### config.mk
export PLATFORM = sky130hd
export DESIGN_NAME = switch_input_ctrl
export DESIGN_NICKNAME = d
export VERILOG_FILES = /design/src/rtl/switch_input_ctrl.sv
export SDC_FILE = /design/constraint.sdc
export NUM_CORES = 1
export LEC_CHECK = 0
export ABC_AREA = 1
export CORE_UTILIZATION = 40
export DETAILED_ROUTE_END_ITERATION = 8
export SLEW_MARGIN = 5
export SYNTH_ARGS = -nofsm -noshare
export SYNTH_HDL_FRONTEND = slang
export SYNTH_SLANG_ARGS = --single-unit
### constraint.sdc
create_clock -name clk -period 14.5 [get_ports clk]
set_clock_uncertainty 0.1 [all_clocks]
set_input_delay 2.9 -clock clk [delete_from_list [all_inputs] [get_ports clk]]
set_output_delay 2.9 -clock clk [all_outputs]
set_load 0.05 [all_outputs]
### src/rtl/switch_input_ctrl.sv
// rtl/switch_input_ctrl.sv - debounced switch input peripheral with pending/mask regs; SWITCH_INPUT_IRQ_EN adds irq and IRQ_CTRL at +12
module switch_input_ctrl #(
   parameter int          WIDTH     = 24,
   parameter logic [31:0] BASE_ADDR = 32'hfffffc70,
   parameter int          TICK_DIV  = 1000,
   parameter int          DEB_TICKS = 10
) (
   input  logic             clk,
   input  logic             rst,
   input  logic [31:0]      addr,
   input  logic             en,
   input  logic [3:0]       byte_sel,
   input  logic [31:0]      data_in,
   input  logic             we,
   output logic [31:0]      data_out,
   input  logic [WIDTH-1:0] switch_in,
   output logic             irq
);

   localparam int               DIV_W    = (TICK_DIV > 1) ? $clog2(TICK_DIV) : 1;
   localparam logic [DIV_W-1:0] DIV_LAST = DIV_W'(TICK_DIV - 1);
   localparam logic [7:0]       DEB_LAST = 8'(DEB_TICKS - 1);

   logic [WIDTH-1:0] sync1, sync2, stable, stable_nxt, chg;
   logic [WIDTH-1:0] pending, mask, wr_lane, pend_clr;
   logic [7:0]       cnt     [WIDTH];
   logic [7:0]       cnt_nxt [WIDTH];
   logic [DIV_W-1:0] div;
   logic             tick;
   logic             sel_state, sel_pend, sel_mask, sel_ictl;
   logic             unused_bits;

   assign sel_state = en && (addr == BASE_ADDR);
   assign sel_pend  = en && (addr == BASE_ADDR + 32'd4);
   assign sel_mask  = en && (addr == BASE_ADDR + 32'd8);
   assign sel_ictl  = en && (addr == BASE_ADDR + 32'd12);
   assign tick      = (div == DIV_LAST);
   assign chg       = stable_nxt ^ stable;
   assign unused_bits = ^{data_in, byte_sel, sel_ictl};

   always_comb begin
      wr_lane = '0;
      for (int i = 0; i < WIDTH; i++)
         wr_lane[i] = byte_sel[i / 8];
   end

   assign pend_clr = (we && sel_pend) ? (data_in[WIDTH-1:0] & wr_lane) : '0;

   // A matching sample clears the count at once; only ticks advance it.
   always_comb begin
      stable_nxt = stable;
      for (int i = 0; i < WIDTH; i++) begin
         cnt_nxt[i] = cnt[i];
         if (sync2[i] == stable[i]) begin
            cnt_nxt[i] = 8'd0;
         end else if (tick) begin
            if (cnt[i] == DEB_LAST) begin
               stable_nxt[i] = sync2[i];
               cnt_nxt[i]    = 8'd0;
            end else begin
               cnt_nxt[i] = cnt[i] + 8'd1;
            end
         end
      end
   end

   always_ff @(posedge clk or posedge rst) begin
      if (rst) begin
         sync1   <= '0;
         sync2   <= '0;
         stable  <= '0;
         div     <= '0;
         pending <= '0;
         mask    <= '0;
         for (int i = 0; i < WIDTH; i++)
            cnt[i] <= 8'd0;
      end else begin
         sync1  <= switch_in;
         sync2  <= sync1;
         stable <= stable_nxt;
         div    <= tick ? '0 : div + 1'b1;
         for (int i = 0; i < WIDTH; i++)
            cnt[i] <= cnt_nxt[i];
         // A new change outranks a simultaneous W1C on the same bit.
         pending <= (pending & ~pend_clr) | (chg & mask);
         if (we && sel_mask)
            mask <= (mask & ~wr_lane) | (data_in[WIDTH-1:0] & wr_lane);
      end
   end

`ifdef SWITCH_INPUT_IRQ_EN
   logic irq_en, irq_q;

   always_ff @(posedge clk or posedge rst) begin
      if (rst) begin
         irq_en <= 1'b0;
         irq_q  <= 1'b0;
      end else begin
         if (we && sel_ictl && byte_sel[0])
            irq_en <= data_in[0];
         irq_q <= (|pending) & irq_en;
      end
   end

   assign irq = irq_q;
`else
   assign irq = 1'b0;
`endif

   always_comb begin
      data_out = 32'h0;
      if (!rst && !we) begin
         if (sel_state) data_out[WIDTH-1:0] = stable;
         if (sel_pend)  data_out[WIDTH-1:0] = pending;
         if (sel_mask)  data_out[WIDTH-1:0] = mask;
`ifdef SWITCH_INPUT_IRQ_EN
         if (sel_ictl)  data_out[0] = irq_en;
`endif
      end
   end

endmodule
Word level (Yosys, flattened, before mapping)
Index checks and enable logic that the tools add are counted.
- add/sub/neg operators: 25
- eq/ne operators: 52
- mux-type cells: 150
- bitwise gates (word level): 9
- reduce and logical (&&, ||, !) cells: 32
- operator list (kind ; count):
    8-bit 2-to-1 mux ; 72
    8-bit by 1-bit adder with 8-bit output (second input constant) ; 24
    8-bit by 4-bit equality test with 1-bit output (second input constant) ; 24
    24-bit 2-to-1 mux ; 5
    24-bit AND ; 4
    32-bit equality test (second input constant) ; 3
    1-bit 2-to-1 mux ; 72
    24-bit NOT ; 2
    24-bit OR ; 2
    2-bit nonzero test ; 24
    1-bit equality test ; 24
    24-bit bitwise XOR ; 1
    10-bit by 1-bit adder with 10-bit output (second input constant) ; 1
    10-bit equality test (second input constant) ; 1
    10-bit 2-to-1 mux ; 1
    1-bit logical AND ; 6
    1-bit zero test ; 2
- flip-flop bits (word level): 322
- input bits: 96
- output and inout port bits: 33
- logic and storage cells: 298

Longest topological paths before layout
Gate-level depths: netlist of run 1.
- depth after elaboration: 7
- depth in mapped cells: 11
- gate-level depth less buffers: 11

Worst setup path before layout of run 1
Ideal clock, no wire load.
- path type: input-to-output
- start: input addr[17]
- end: output data_out[10]
- arrival time: 4117 ps
- required time: 11500 ps
- path slack: 7383 ps
- stages on the path: 10
- path buffers: 2
- cells stage by stage: nand2_1 > nor2_1 > nand2_1 > nor2_4 > buf_4 > buf_2 > nand4_1 > nand3_1 > nand2_1 > inv_1
- cells in the longest elaborated chain, start to end: 6
- elaborated cells between the ends (all ways): 10
- classes of those cells: eq/ne: 3; mux: 4; reduce/logical: 3
- ends and longest elaborated chain (what ; line ; source):
    start, declared ; 10 ; input logic [31:0] addr,
    32-bit equality test ; 33 ; assign sel_state = en && (addr == BASE_ADDR);
    1-bit logical AND ; 33 ;
    24-bit 2-to-1 mux ; 113 ; if (sel_state) data_out[WIDTH-1:0] = stable;
    24-bit 2-to-1 mux ; 114 ; if (sel_pend) data_out[WIDTH-1:0] = pending;
    24-bit 2-to-1 mux * ; 115 ; if (sel_mask) data_out[WIDTH-1:0] = mask;
    24-bit 2-to-1 mux * ; 112 ; if (!rst && !we) begin
    end, declared ; 15 ; output logic [31:0] data_out,
Mark *: on every way between the ends. The rest lies on a longest branch, timed or not.

Worst setup path in the final report of run 1
- start: input addr[16]
- end: output data_out[2]
Same word-level chain as after synthesis.

==> out/qor.yml, run 1 <==
status:
  status: "completed"
clock_network:
  cts-htree-levels: 2
  cts-resized-gates: 0
  cts_tree: "done"
  numCtsBuffers: 37
  cts.hold.buffers_added: 0
  cts_root_buf: "clkbuf_16"
  clk_pin_slew_ns: 0.05
  insertion_delay_ns: 0.53
  post_cts_buffers: 0
  cts.path.max_buffers: 3
  cts.sinks: 322
die:
  die_h_um: 212
  rows: 76
  ios: 129
  core_mm2: 0.0433
  die_area_mm2: 0.0448
  die_w_um: 212
  initial_core_util_pct: 40.7
cells_and_area:
  fill_cells: 4192
  drive_gt1_share_pct: 5.70
  final_cell_mix: "430 x nand2_1, 322 x dfrtp_1, 321 x inv_1, 194 x nand3_1, 189 x nor2_1"
  instances_no_fill: 2920
  stdcell_area_mm2: 0.0203
  final_common_cell: "nand2_1"
  nets: 2454
  area_growth_syn_to_layout_pct: 15.4
  diodes: 0
detailed_routing:
  wl_um: 42900
  ant_nets: 0
  first_pass_iters: 5
  drtIter0Drc: 917
  vias_per_cell: 5.16
  num_vias: 15061
  drc: 0
  wl_per_cell_um: 14.7
yosys:
  synth_seq_cells: 322
  syn_inst: 2215
  avgSynthCellArea_um2: 7.94
  synth_top_cells_by_area: "dfrtp_1 46%, nand2_1 9.2%, inv_1 6.9%"
  yosysWarnings: 0
  synth.largest_area_cell: "dfrtp_1"
  synth.top_cell.area_share_pct: 45.8
  synth_area_mm2: 0.0176
  synth-seq-area-share_pct: 45.8
  synth_cell_types: 44
critical_path:
  end_kind: "output port"
  crit_path_start_kind: "input pin"
  r2r-start: "div[0]"
  cp_max_fo: 51
  worst-r2r-cell-count: 8
  ff2ff_setup_slack_ns: 11.28
  cp_slowest_cell: "clkdlybuf4s50_1"
  max_stage_delay_ns: 0.83
  critPathKind: "in2out"
  crit_chain: "clkdlybuf4s50_1 -> nand2_1 -> nor2_1 -> nand2_1 -> nor2_4 -> buf_4 -> nand3_2 -> buf_4 -> nand3_1 -> nand2_1 -> inv_1 -> clkdlybuf4s50_1"
  required_ns: 11.50
  arrival_ns: 5.95
  r2r_end: "stable[17]"
  crit_top_cell: "nand2_1"
global_routing:
  grt_max_degree: 118
  track_usage_pct: 19.6
  antenna_found_initial: 0
  grt_pass1_wl_um: 71200
  grt_pass1_vias: 14350
  grt_overflow: 0
pwr:
  switching_share_pct: 22.7
  p_int_mw: 1.55
  p_comb_share_pct: 5.3
  clockPowerShare_pct: 49.3
  p_leak_nw: 9.56
  powerDensity_mw_per_mm2: 98.7
  seq_power_share_pct: 45.4
  vdd_drop_max_mv: 0.0634
  p_switching_mw: 0.455
  finalPower_mw: 2.00
placement:
  hpwl_um: 27800
  gp_congestion: 0.859
  dp.cells: 2855
  place_area_mm2: 0.0190
  portBuffers: 110
timing:
  hold_viol_final: 0
  maxSlewViolCount: 0
  tightest_slew_ns: 1.01
  relSlewSlack_pct: 33.0
  rsz0062_at_grt: "false"
  whs_ns: 0.247
  max_freq_ghz: 0.112
  fin_crit_ns: 8.95
  setup_violations: 0
  tns_ns: 0
  fin_crit_sh_pct: 61.7
hold_path:
  hp-start: "sync1[9]"
  hold_end: "sync2[9]"
  hp-class: "reg2reg"
  hold_depth: 0
run:
  drv_cap: 0
logic make-up (layout without fill, tap and decap cells):
logic type | after synthesis | in the layout | share of synthesized area [%]
simple gates | 1047 | 1047 | 27.7
buf+inv | 402 | 514 | 10.2
compound gates | 357 | 357 | 10.9
flops | 322 | 322 | 45.8
fa+ha+maj | 49 | 49 | 3.48
xor+xnor | 37 | 37 | 1.93
other cells | 1 | 9 | 0.0213
layout make-up:
class / count / area [µm²] / area share [%]
clock buffers: 55 / 1130 / 5.55
clock inverters: 10 / 159 / 0.783
inverters: 324 / 1220 / 6.04
multi-input cells: 1499 / 7780 / 38.3
flip-flops and latches: 322 / 8060 / 39.7
well taps: 585 / 732 / 3.61
repair buffers: 125 / 1210 / 5.98
flip-flops by register name (all words and copies together) (netlist names), named ones only:
name,cells
sync2,24
pending,24
stable,24
sync1,24
cnt,192
div,10
worst max-delay path by stage:
| stage | to | startpoint | cells past startpoint | slack, ns |
|---|---|---|---|---|
| finish | data_out[2] | addr[16] | 12 | 5.55 |
| global route | data_out[23] | addr[29] | 13 | 5.29 |
| CTS | data_out[2] | addr[16] | 12 | 5.55 |
| detailed placement | data_out[2] | addr[16] | 12 | 5.57 |
| global placement | data_out[2] | addr[17] | 12 | 5.55 |
| floorplan | async pin | rst | 1 | 2.59 |
cells in the mapped netlist (all sizes together):
cell / instances
nand2: 452
inv: 324
dfrtp: 322
nor2: 205
nand3: 196
a21oi: 171
o21ai: 135
nand4: 131
buf: 66
ha: 49
nor3: 28
xor2: 24
nor4: 22
o22ai: 22
xnor2: 13
clkbuf: 12
a22oi: 11
a31oi: 10
and2: 4
nand3b: 3
o2111ai: 3
o21a: 3
or2: 3
nor3b: 2
a41o: 1
and3: 1
conb: 1
o21bai: 1
critical path, delay by kind of cell:
family / cells / cell delay (ns)
simple gates: 7 / 0.70
buf+inv: 5 / 2.33
power by group through the flow:
stage	clock, mW	sequential [mW]	combinational, mW
floorplan	0	0.925	0.0672
global placement	0	0.927	0.107
detailed placement	0	0.927	0.108
CTS	1.02	0.910	0.108
global route	1.05	0.910	0.119
finish	0.987	0.910	0.106
metrics by stage:
stage                     utilization (%)  setup slack (ns)
after global routing                 46.9              5.29
after detailed placement             43.9              5.57
after global placement               43.9              5.55
final                                46.9              5.55
after CTS                            46.9              5.55
after floorplan                         -              2.59
layer usage:
metal	GRT usage, %	wire, µm	share of wire (%)
met1	26.1	19600	46
met3	3.04	1960	4.6
met5	0	0	0
met4	6.70	1150	2.7
met2	32.5	20200	47
Note: power is estimated with default switching activity, not from simulation.
==> run 2, diff against run 1 <==
- clock period: 14.5 -> 8.2 ns (I/O delays scaled with it)
==> run 2 against run 1 <==
Against the previous run:
- combinational power grew 76%
- sequential share of layout area grew 0.069 points
- worst setup slack lost 3.8 ns
- flip-flop and latch count is the same
- die area is the same
- critical endpoint is now data_out[18]
==> out/qor.yml, run 2 (synthesized netlist as in run 1, its figures left out) <==
clock_network:
  clk_pin_slew_ns: 0.05
  cts_tree: "done"
  cts_root_buf: "clkbuf_16"
  cts-htree-levels: 2
  cts.sinks: 322
  post_cts_buffers: 0
  cts-resized-gates: 0
  numCtsBuffers: 38
  cts.hold.buffers_added: 0
  insertion_delay_ns: 0.56
  cts.path.max_buffers: 3
global_routing:
  grt_pass1_vias: 14286
  grt_max_degree: 133
  antenna_found_initial: 2
  grt_pass1_wl_um: 71000
  track_usage_pct: 19.6
  grt_overflow: 0
cells_and_area:
  drive_gt1_share_pct: 5.77
  finalCoreUtilization_pct: 46.8
  area_growth_syn_to_layout_pct: 15.2
  nets: 2456
  final_cell_mix: "430 x nand2_1, 322 x dfrtp_1, 321 x inv_1, 194 x nand3_1, 189 x nor2_1"
  top_register: "cnt"
  final_common_cell: "nand2_1"
  fill_cells: 4221
  largest_register_ffs: 192
die:
  ios: 129
  die_h_um: 212
  core_mm2: 0.0433
  die_area_mm2: 0.0448
  initial_core_util_pct: 40.7
  rows: 76
  die_w_um: 212
detailed_routing:
  ant_nets: 0
  wl_per_cell_um: 14.6
  drtIter0Drc: 864
  wl_um: 42700
  first_pass_iters: 5
  vias_per_cell: 5.12
  num_vias: 14990
  drc: 0
critical_path:
  cp_max_fo: 29
  required_ns: 6.46
  end_kind: "output port"
  crit_top_cell: "nand2_1"
  cp_slowest_cell: "clkdlybuf4s50_1"
  arrival_ns: 4.69
  cp_top_family: "buffers and inverters"
  ff2ff_setup_slack_ns: 5.11
  path_depth: 11
  crit_path_start_kind: "input pin"
  max_stage_delay_ns: 0.82
  critPathKind: "in2out"
  path_buf_inv: 4
  worst-r2r-cell-count: 8
  crit_chain: "clkdlybuf4s50_1 -> nand2_1 -> nor2_1 -> nand2_1 -> nor2_4 -> buf_4 -> nand4_1 -> nand3_1 -> nand2_1 -> inv_1 -> clkdlybuf4s50_1"
status:
  status: "completed"
timing:
  rsz0062_at_grt: "false"
  fin_crit_ns: 6.43
  relSlewSlack_pct: 21.3
  max_freq_ghz: 0.155
  setup_violations: 0
  tightest_slew_ns: 1.18
  tns_ns: 0
  maxSlewViolCount: 0
  hold_viol_final: 0
  whs_ns: 0.247
  fin_crit_sh_pct: 78.5
pwr:
  powerDensity_mw_per_mm2: 171
  p_leak_nw: 9.55
  vdd_drop_max_mv: 0.128
run:
  drv_cap: 0
hold_path:
  hold_depth: 0
  hp-class: "reg2reg"
placement:
  hpwl_um: 28600
  gp_congestion: 0.818
  portBuffers: 110
## run 2: final timing paths
kind,from,endpoint
worst min register to register,sync1[1],sync2[1]
worst max register to register,div[0],stable[19]
worst min-delay path,sync1[1],sync2[1]
min in group asynchronous,rst,sync1[8]
worst max-delay path,addr[5],data_out[18]
max in group asynchronous,rst,sync1[22]
## run 2: area by class of cell
type                    instances  area (µm²)  share of cell area [%]
flip-flops and latches        322        8060                    39.8
inverters                     324        1220                    6.03
clock buffers                  61        1180                    5.81
repair buffers                126        1230                    6.09
diodes                          1        2.50                  0.0124
well taps                     585         732                    3.61
multi-input cells            1499        7780                    38.4
clock inverters                 7        53.8                   0.266
## run 2: where the power goes
| part | switching, mW | leakage (nW) | internal (mW) |
|---|---|---|---|
| sequential | 0.00798 | 4.24 | 1.60 |
| combinational | 0.125 | 4.69 | 0.0613 |
| clock | 0.675 | 0.611 | 0.983 |
## run 2: worst reg2reg max path: stages, from the launching register on
cell,delay [ns]
dfrtp_1,0.37
ha_1,0.19
nand2_1,0.08
nor2_1,0.19
nand3_4,0.36
clkinv_2,0.69
buf_4,0.68
a21oi_1,0.19
a31oi_1,0.16
## run 2: metrics by stage
step           cells  setup slack [ns]  total power, mW  cell area, µm²
2_1_floorplan   2223              2.17             1.76           17600
3_3_place_gp    2856              1.75             1.83           19000
3_5_place_dp    2856              1.76             1.83           19000
4_1_cts         2924              1.75             3.51           20300
5_1_grt         2925              1.57             3.59           20300
6_report        2925              1.77             3.46           20300
## run 2: per-layer routing
metal  part of all wire (%)  track usage [%]
met1                     47             25.8
met2                     46             32.5
met3                    4.0             3.41
met4                    2.7             6.55
met5                  0.040                0
==> run 3, diff against run 2 <==
- clock period: 8.2 -> 6.6 ns (I/O delays scaled with it)
==> run 3 against run 2 <==
Against the previous run:
- worst setup slack worse by 0.48 ns
- power up 25%
- utilization about the same
- sequential power up 24%
- global-route usage up 0.13 points
- die area unchanged
- sequential share of layout area about the same
- combinational power up 26%
- clock power up 25%
- largest power group unchanged
- highest routed layer unchanged
==> out/qor.yml, run 3 (synthesized netlist as in run 1, its figures left out) <==
status:
  status: "completed"
die:
  rows: 76
  die_area_mm2: 0.0448
  die_w_um: 212
  core_mm2: 0.0433
  ios: 129
  initial_core_util_pct: 40.7
  die_h_um: 212
cells_and_area:
  area_growth_syn_to_layout_pct: 15.2
  instances_no_fill: 2920
  diodes: 0
  final_cell_mix: "430 x nand2_1, 322 x dfrtp_1, 321 x inv_1, 194 x nand3_1, 189 x nor2_1"
  nets: 2455
  largest_register_ffs: 192
  drive_gt1_share_pct: 6.60
  top_register: "cnt"
  final_common_cell: "nand2_1"
hold_path:
  hp-class: "reg2reg"
  hold_depth: 0
critical_path:
  crit_chain: "clkdlybuf4s50_1 -> inv_1 -> nor2_4 -> nand3_1 -> nor2_2 -> nand3_2 -> buf_4 -> o21ai_0 -> inv_1 -> nand2_1 -> inv_1 -> buf_4"
  cp_slowest_cell: "clkdlybuf4s50_1"
  crit_top_cell: "inv_1"
  ff2ff_setup_slack_ns: 3.59
  required_ns: 5.18
  arrival_ns: 3.90
  max_stage_delay_ns: 0.47
  path_buf_inv: 6
  end_kind: "output port"
  critPathKind: "in2out"
  path_depth: 12
  crit_path_start_kind: "input pin"
  cp_max_fo: 30
  cp_top_family: "buffers and inverters"
  worst-r2r-cell-count: 8
timing:
  relSlewSlack_pct: 16.5
  tightest_slew_ns: 1.25
  rsz0062_at_grt: "false"
  max_freq_ghz: 0.188
  hold_viol_final: 0
  fin_crit_ns: 5.32
  maxSlewViolCount: 0
  tns_ns: 0
  setup_violations: 0
  fin_crit_sh_pct: 80.6
detailed_routing:
  first_pass_iters: 5
  num_vias: 15050
  drc: 0
  wl_um: 43200
  drtIter0Drc: 998
  vias_per_cell: 5.15
  wl_per_cell_um: 14.8
  ant_nets: 0
clock_network:
  clk_pin_slew_ns: 0.05
  cts.hold.buffers_added: 0
  cts-resized-gates: 0
  numCtsBuffers: 39
  cts.path.max_buffers: 3
  cts-htree-levels: 2
  cts_root_buf: "clkbuf_16"
  post_cts_buffers: 0
  cts.sinks: 322
  insertion_delay_ns: 0.53
  cts_tree: "done"
global_routing:
  grt_overflow: 0
  track_usage_pct: 19.7
  grt_pass1_vias: 14497
  grt_max_degree: 90
  antenna_found_initial: 1
  grt_pass1_wl_um: 71700
placement:
  gp_congestion: 0.829
  portBuffers: 110
  hpwl_um: 28700
  dp.cells: 2854
pwr:
  p_leak_nw: 9.60
  powerDensity_mw_per_mm2: 213
  vdd_drop_max_mv: 0.120
run:
  drv_cap: 0
-- run 3: changes by cell type in the layout (fill, tap and decap cells not counted) --
cell             before  now
inv_6                 2    0
bufinv_16             0    1
diode_2               1    0
clkinv_8              1    0
clkbuf_16            38   41
buf_4                15   31
clkdlybuf4s50_1     110   86
clkinvlp_4            1    3
clkbuf_8             14    8
clkbuf_1              9   10
buf_12                1    7
-- run 3: area by class of cell --
type | instances | area (µm²)
clock inverters | 7 | 65.1
multi-input cells | 1499 | 7780
clock buffers | 59 | 1170
flip-flops and latches | 322 | 8060
inverters | 324 | 1220
fillers | 4216 | 23000
repair buffers | 124 | 1230
well taps | 585 | 732
-- run 3: final timing paths --
path                            from           end
setup / recovery                  en  data_out[23]
hold / removal             sync1[22]     sync2[22]
setup reg to reg              div[0]    stable[19]
hold reg to reg            sync1[22]     sync2[22]
max in group asynchronous        rst      cnt[145]
min in group asynchronous        rst     async pin
-- run 3: power by group --
part | internal [mW] | switching [mW] | total, mW
Sequential | 1.99 | 0.00988 | 2.00
Combinational | 0.0779 | 0.158 | 0.236
Clock | 1.26 | 0.812 | 2.07
-- run 3: worst register-to-register path, stage by stage, from the launching register on --
cell	delay, ns
dfrtp_1	0.37
ha_1	0.18
nand2_1	0.08
nor2_1	0.18
nand3_4	0.37
clkinv_2	0.33
buf_4	0.87
a21oi_1	0.22
a31oi_1	0.21
-- run 3: per-layer routing --
metal | part of all wire [%] | global-route usage [%]
met1 | 47 | 27.0
met2 | 46 | 32.1
met3 | 5.0 | 3.09
met4 | 2.2 | 5.82
met5 | 0.030 | 0
-- run 3: stage by stage --
| step | total power [mW] | setup slack [ns] | area [µm²] | utilization [%] | hold slack [ns] |
|---|---|---|---|---|---|
| global route | 4.48 | 1.06 | 20300 | 46.8 | 0.248 |
| CTS | 4.37 | 1.28 | 20300 | 46.8 | 0.241 |
| global placement | 2.27 | 1.29 | 19000 | 44.0 | 0.233 |
| finish | 4.31 | 1.28 | 20300 | 46.8 | 0.240 |
| detailed placement | 2.28 | 1.28 | 19000 | 44.0 | 0.236 |
| floorplan | 2.18 | 0.885 | 17600 | - | 0.231 |
